<file path="config.mk">
export PLATFORM = sky130hd
export DESIGN_NAME = zpu_irq_ctrl
export DESIGN_NICKNAME = d
export VERILOG_FILES = /design/src/rtl/zpu_irq_ctrl.sv
export SDC_FILE = /design/constraint.sdc
export NUM_CORES = 1
export LEC_CHECK = 0
export ABC_AREA = 1
export CAP_MARGIN = 20
export CORE_MARGIN = 4
export CORE_UTILIZATION = 54
export CTS_CLUSTER_DIAMETER = 150
export CTS_CLUSTER_SIZE = 12
export DETAILED_ROUTE_END_ITERATION = 12
export HOLD_SLACK_MARGIN = 0.05
export PLACE_DENSITY = 0.88
export SYNTH_ARGS = -nofsm -noshare
export SYNTH_HDL_FRONTEND = slang
export SYNTH_SLANG_ARGS = --single-unit
</file>
<file path="constraint.sdc">
create_clock -name clk -period 4.95 [get_ports clk]
set_input_delay 0.99 -clock clk [delete_from_list [all_inputs] [get_ports clk]]
set_output_delay 0.99 -clock clk [all_outputs]
set_load 0.02 [all_outputs]
</file>
<file path="src/rtl/zpu_irq_ctrl.sv">
// zpu_irq_ctrl: edge-latched, fixed-priority interrupt controller feeding the pipelined ZPU core.
// Optional macro ZPU_IRQ_SYNC_EN inserts a two-flop synchronizer on irq_in (asynchronous sources).
module zpu_irq_ctrl #(
  parameter int                     num_irq         = 8,
  parameter int                     pc_bit_size     = 25,
  parameter logic [pc_bit_size-1:0] vector_base_rst = 25'h0000020
) (
  input  logic                   clk,
  input  logic                   rst,
  input  logic [num_irq-1:0]     irq_in,
  output logic                   cpu_irq,
  output logic [pc_bit_size-1:0] interuptadr,
  input  logic                   interrutack,
  input  logic                   exitint,
  input  logic [1:0]             reg_adr,
  input  logic                   reg_we,
  input  logic [31:0]            reg_wdat,
  output logic [31:0]            reg_rdat
);

  localparam logic [1:0] ST_IDLE = 2'd0;
  localparam logic [1:0] ST_REQ  = 2'd1;
  localparam logic [1:0] ST_SVC  = 2'd2;

  logic [1:0]             state_q, state_d;
  logic [num_irq-1:0]     s_w, edge_w, prev_q;
  logic [num_irq-1:0]     pending_q, pending_d;
  logic [num_irq-1:0]     mask_q, mask_d;
  logic [num_irq-1:0]     sw_clr_w, ack_clr_w, active_w;
  logic [pc_bit_size-1:0] vbase_q, vbase_d;
  logic [pc_bit_size-1:0] adr_q, adr_d, vector_w;
  logic [4:0]             idx_w, idx_q, idx_d;
  logic                   irq_q, irq_d;
  logic [31:0]            rdat_q, rdat_d;
  logic                   wr_mask_w, wr_pend_w, wr_vbase_w;
  logic                   unused_w;

`ifdef ZPU_IRQ_SYNC_EN
  logic [num_irq-1:0] sync1_q, sync2_q;

  always_ff @(posedge clk or negedge rst) begin
    if (!rst) begin
      sync1_q <= '0;
      sync2_q <= '0;
    end else begin
      sync1_q <= irq_in;
      sync2_q <= sync1_q;
    end
  end

  assign s_w = sync2_q;
`else
  assign s_w = irq_in;
`endif

  assign edge_w     = s_w & ~prev_q;
  assign wr_mask_w  = reg_we && (reg_adr == 2'd0);
  assign wr_pend_w  = reg_we && (reg_adr == 2'd1);
  assign wr_vbase_w = reg_we && (reg_adr == 2'd2);
  assign unused_w   = &{1'b0, reg_wdat};

  assign mask_d   = wr_mask_w  ? reg_wdat[num_irq-1:0]     : mask_q;
  assign vbase_d  = wr_vbase_w ? reg_wdat[pc_bit_size-1:0] : vbase_q;
  assign sw_clr_w = wr_pend_w  ? reg_wdat[num_irq-1:0]     : '0;

  // Acknowledge clears only the committed source, and only while a request is outstanding.
  for (genvar gi = 0; gi < num_irq; gi++) begin : g_ack
    assign ack_clr_w[gi] = (state_q == ST_REQ) && interrutack && (idx_q == 5'(gi));
  end

  // A fresh edge wins over both clears in the same cycle.
  assign pending_d = (pending_q & ~sw_clr_w & ~ack_clr_w) | edge_w;
  assign active_w  = pending_q & mask_q;

  always_comb begin
    idx_w = '0;
    for (int i = num_irq - 1; i >= 0; i--) begin
      if (active_w[i]) idx_w = 5'(i);
    end
  end

  assign vector_w = vbase_q + pc_bit_size'({idx_w, 5'b00000});

  always_comb begin
    state_d = state_q;
    irq_d   = irq_q;
    adr_d   = adr_q;
    idx_d   = idx_q;
    case (state_q)
      ST_IDLE: begin
        if (|active_w) begin
          state_d = ST_REQ;
          irq_d   = 1'b1;
          adr_d   = vector_w;
          idx_d   = idx_w;
        end
      end
      ST_REQ: begin
        if (interrutack) begin
          state_d = ST_SVC;
          irq_d   = 1'b0;
        end
      end
      ST_SVC: begin
        if (exitint) state_d = ST_IDLE;
      end
      default: begin
        state_d = ST_IDLE;
        irq_d   = 1'b0;
      end
    endcase
  end

  always_comb begin
    rdat_d = '0;
    case (reg_adr)
      2'd0: rdat_d[num_irq-1:0]     = mask_q;
      2'd1: rdat_d[num_irq-1:0]     = pending_q;
      2'd2: rdat_d[pc_bit_size-1:0] = vbase_q;
      default: begin
        rdat_d[31]  = (state_q != ST_IDLE);
        rdat_d[30]  = (state_q == ST_REQ);
        rdat_d[4:0] = (state_q != ST_IDLE) ? idx_q : 5'd0;
      end
    endcase
  end

  always_ff @(posedge clk or negedge rst) begin
    if (!rst) begin
      state_q   <= ST_IDLE;
      prev_q    <= '0;
      pending_q <= '0;
      mask_q    <= '0;
      vbase_q   <= vector_base_rst;
      adr_q     <= '0;
      idx_q     <= '0;
      irq_q     <= 1'b0;
      rdat_q    <= '0;
    end else begin
      state_q   <= state_d;
      prev_q    <= s_w;
      pending_q <= pending_d;
      mask_q    <= mask_d;
      vbase_q   <= vbase_d;
      adr_q     <= adr_d;
      idx_q     <= idx_d;
      irq_q     <= irq_d;
      rdat_q    <= rdat_d;
    end
  end

  assign cpu_irq     = irq_q;
  assign interuptadr = adr_q;
  assign reg_rdat    = rdat_q;

endmodule

</file>
# After elaboration in Yosys (flattened, before gate mapping)
# Cells that the tools add are included.
# totals
output_inout_bits	58
inputBits	47
regBits	109
word_cells	75
# op_classes
n_addsub	1
n_eq_ne	14
n_bitwise	9
reduce_logical	21
n_mux	21
# op_table
operator	count
$and A8 B8 Y8	4
$mux W5	6
$add A25 B10 Y25	1
$not A8 Y8	3
$eq A5 B3 Y1 const B	4
$mux W17	1
$pmux W5 S3	1
$logic_and A1 B1 Y1	12
$eq A5 B2 Y1 const B	2
$mux W3	3
$pmux W3 S3	1
$mux W2	4
$mux W8	1
$or A8 B8 Y8	1
$reduce_or A8 Y1	1
$ne A2 B2 Y1 const B	3
$pmux W2 S3	1
$reduce_and A3 Y1	2
$eq A5 B1 Y1 const B	1
$logic_not A5 Y1	1
$eq A2 B1 Y1 const B	2
$eq A2 B2 Y1 const B	2
$logic_not A2 Y1	2
$pmux W1 S3	1
5 further kinds	6

# Depth between registers and ports, before layout
# depth
depth_word	10
depth_mapped	19

# Least setup slack after synthesis
# OpenSTA, ideal clock, no wires.
# synth_timing
kind	register to register
from	register mask_q[6]
to	register adr_q[21] (netlist: interuptadr[21])
path_buffers	0
slack_ps	2767
synth_period_minus_slack_ps	2183
stages_incl_launch_ff	17
arrival_ps	2067
path_cell_list	dfrtp_1 nand2_1 nand2_1 nand2_1 nand2_1 nand2_1 nand2_1 a21boi_0 ha_1 inv_1 fa_1 o21ai_2 nand2_1 o21ai_0 nand2_1 nand2_1 nand2_1
# synth_between
elab_chain_len	9
# synth_rtl
item	line	rtl
from (decl)	28	logic [num_irq-1:0] mask_q, mask_d;
from (signal assigned)	143	mask_q <= mask_d;
$and A8 B8 Y8	73	assign active_w = pending_q & mask_q;
$mux W3 (2 in series)	78	if (active_w[i]) idx_w = 5'(i);
$mux W5 (5 in series)	78	
via idx_w[0]	32	logic [4:0] idx_w, idx_q, idx_d;
$add A25 B10 Y25	82	assign vector_w = vbase_q + pc_bit_size'({idx_w, 5'b00000});
to (signal assigned)	145	adr_q <= adr_d;
to (decl)	31	logic [pc_bit_size-1:0] adr_q, adr_d, vector_w;
# The timed path passes the listed nets, and every way through them passes these cells.
# A chain may end at the register's enable or synchronous reset.

# Worst setup path after layout
# layout_timing
from	register mask_q[7]
to	register adr_q[23] (netlist: interuptadr[23])
# layout_between
elab_chain_len	10
# layout_rtl
item	line
$and A8 B8 Y8	73
$mux W3 (3 in series)	78
$mux W5 (5 in series)	78
via idx_w[0]	32
$add A25 B10 Y25	82
# The timed path passes the listed nets, and every way through them passes these cells.

==> summary.txt <==
Outcome
  – Outcome: completed

Floorplanning
  – Die area: 10200 um^2
  – I/O pins: 105
  – Num rows: 33
  – Die height: 101 um
  – Initial core utilization: 56.2%
  – Core ar.: 8300 um^2
  – Die X: 101 um

CTS
  – Latest clock arrival within the worst-skew pair: 0.37 ns
  – CTS tree: yes
  – Clock tree buffer depth: 2
  – Total CTS buffers: 9
  – Clk sinks: 107
  – Post-CTS Resized: 0
  – Post-CTS Setup Bufs: 0
  – CTS hold repair buffers: 0
  – Clock Pin Slew Worst Setup and Hold Paths: 0.10 ns
  – Root buffer cell: clkbuf_8
  – H-tree levels: 3

GRT
  – First-pass GRT wire length: 18.9 mm
  – Grt ovf: 0
  – Largest net degree at the start of global routing: 74
  – Vias in the first global route: 3939
  – Tot GR Track Use: 23.6%
  – Initial antenna violation count: 0

Timing
  – Fin crit share: 54.7%
  – Slew @ Worst Pin: 0.903 ns
  – Max transition margin: 39.7%
  – Slew Limit Fails: 0
  – Setup WS post-layout: 2.24 ns
  – Tmin final: 2.71 ns
  – RSZ-0062 raised after global routing: no
  – Min Hold Slack: 0.430 ns
  – Final setup fails: 0
  – Setup Skew: 0.0118 ns
  – Final hold violations: 0
  – FMAX: 369 MHz
  – Setup tns final: 0 ns

Pwr
  – VDD IR max: 0.284 mV
  – Static leakage: 2.82 nW
  – Pwr Density: 510 nW/um^2
  – Power Total: 2.98 mW

Synthesis
  – Syn. warnings: 0
  – Post-Syn Area per Cell: 8.91 um^2
  – Sequential element share of the synthesized area: 57.5%
  – Synth Register Bits: 107
  – Distinct cells, synth: 34
  – Synth Cell Area: 4660 um^2
  – Syn Inst Count: 523

Run
  – Max Cap Viol: 0

Place
  – Number of instances in the placed design: 708
  – Pre-CTS setup slack: 2.00 ns
  – Port buffer count: 92
  – HPWL Detailed: 7.93 mm
  – GP Congestion: 0.891
  – Placed cell area: 5610 um^2

Critical path
  – Setup CP Type: flop to flop
  – Critical path's largest stage delay: 0.43 ns
  – Crit end category: flop
  – Worst endpoint data arrival time: 3.02 ns
  – Worst Path Required: 5.26 ns
  – Crit Path Max Fanout: 4
  – Startpoint types: flop
  – CP max-delay cell: fa_1
  – Worst path cell trace: nand2_1, inv_1, nand2_1, nand2_1, nand2_1, nand2_1, nand2_1, a21boi_0, ha_1, inv_1, fa_1, o21ai_2, nand3_1, o21ai_0, nand3_1, nand2_1
  – Cell mode on critical path: nand2_1

Route
  – Total number of vias: 3935
  – Final ANT Viol Nets: 0
  – DRC viols: 0
  – Via density: 5.44
  – Iteration-0 DRC Markers: 349
  – First drt pass iteration count: 5
  – Avg WL per Cell: 15.4 um
  – WL final: 11.2 mm

Cells and area
  – Share of post-route cells with drive strength above 1: 6.79%
  – Final core utilization: 70.4%
  – Final instance area: 5840 um^2
  – Ant diodes: 0
  – Final Non-Filler Cells: 724
  – Area Growth Syn to Fin: 25.3%
  – Fin nets: 665

Min path
  – Hold WC Path Type: flop to flop
## cells by family (layout without fill, tap and decap cells)
family                   after synthesis  in the layout  share of synthesized area (%)
flip-flops                           107            107                           57.5
XOR/XNOR                               8              8                           1.50
buffers and inverters                 78            170                           7.62
AO/OA/AOI/OAI                         83             83                           10.8
adder cells (fa/ha/maj)                4              4                           1.23
other                                  1              5                         0.0804
AND/OR/NAND/NOR                      242            242                           21.3
## final timing paths
check	from	to	slack, ns	cells after the start
worst max register to register	mask_q[7]$_DFFE_PN0P_	interuptadr[23]$_DFFE_PN0P_	2.24	16
worst max-delay path	mask_q[7]$_DFFE_PN0P_	interuptadr[23]$_DFFE_PN0P_	2.24	16
max in group asynchronous	rst	mask_q[1]$_DFFE_PN0P_	3.23	2
worst min register to register	prev_q[6]$_DFF_PN0_	pending_q[6]$_DFF_PN0_	0.43	1
min in group asynchronous	rst	prev_q[1]$_DFF_PN0_	0.73	1
worst min-delay path	prev_q[6]$_DFF_PN0_	pending_q[6]$_DFF_PN0_	0.43	1
## power by group
group / internal (mW) / switching [mW] / total [mW]
sequential: 1.09 / 0.144 / 1.23
clock: 0.299 / 0.291 / 0.590
combinational: 0.457 / 0.702 / 1.16
total: 1.84 / 1.14 / 2.98
## state kept, by name (all words and copies together) (netlist names)
signal,cells
mask_q,8
cpu_irq,1
state_q,2
interuptadr,25
pending_q,8
idx_q,3
vbase_q,25
prev_q,8
reg_rdat,27
## final cells by class
cell class / instances / area (um^2)
multi-input cells: 342 / 1640
well taps: 105 / 131
repair buffers: 94 / 933
clock buffers: 10 / 138
clock inverters: 6 / 88.8
inverters: 60 / 228
fillers: 627 / 2460
flip-flops and latches: 107 / 2680
## placed cells by master, fill, tap and decap left out, types with 2 or more instances in the layout
cell	n
clkbuf_8	10
a21oi_1	19
nand2_1	145
ha_1	3
nor2_1	54
buf_4	3
inv_1	58
o21ai_2	12
nor2_2	2
o211ai_1	3
o2111ai_1	2
conb_1	5
clkinvlp_4	2
nand4_1	2
bufinv_16	2
o21ai_1	2
nor4_1	9
o21ai_0	34
nand3_1	23
nand2_2	3
dfrtp_1	106
xor2_1	8
clkdlybuf4s50_1	91
o22ai_1	8
## cell usage after synthesis, drive strengths merged
cell type / number / area, um^2
a21boi: 1 / 7.51
a21oi: 20 / 111
buf: 14 / 113
clkbuf: 4 / 15.0
clkinv: 1 / 3.75
conb: 1 / 3.75
dfrtp: 106 / 2650
dfstp: 1 / 26.3
fa: 1 / 20.0
ha: 3 / 37.5
inv: 59 / 224
nand2: 148 / 563
nand3: 24 / 125
nand4: 2 / 12.5
nor2: 57 / 226
nor3: 1 / 5.00
nor4: 9 / 56.3
o2111ai: 2 / 17.5
o211ai: 3 / 22.5
o21ai: 48 / 285
o22ai: 8 / 50.1
o31ai: 1 / 7.51
or2: 1 / 6.26
xor2: 8 / 70.1
## critical path: cells and delay by family (launching register included)
family,cells,cell delay [ns]
and+or+nand+nor,9,0.78
AOI/OAI and AO/OA,3,0.74
adders and majority gates,2,0.65
DFF,1,0.38
buffers and inverters,2,0.12
## metal layers
layer	up-vias	wire [um]	share of wire (%)	global-route usage, %
li1	1841	-	-	-
met1	1887	4750	42	33.3
met2	188	5380	48	36.5
met3	19	824	7.4	4.01
met4	0	233	2.1	9.92
met5	-	0	0	0
No activity file was read; power rests on OpenSTA's default activity.
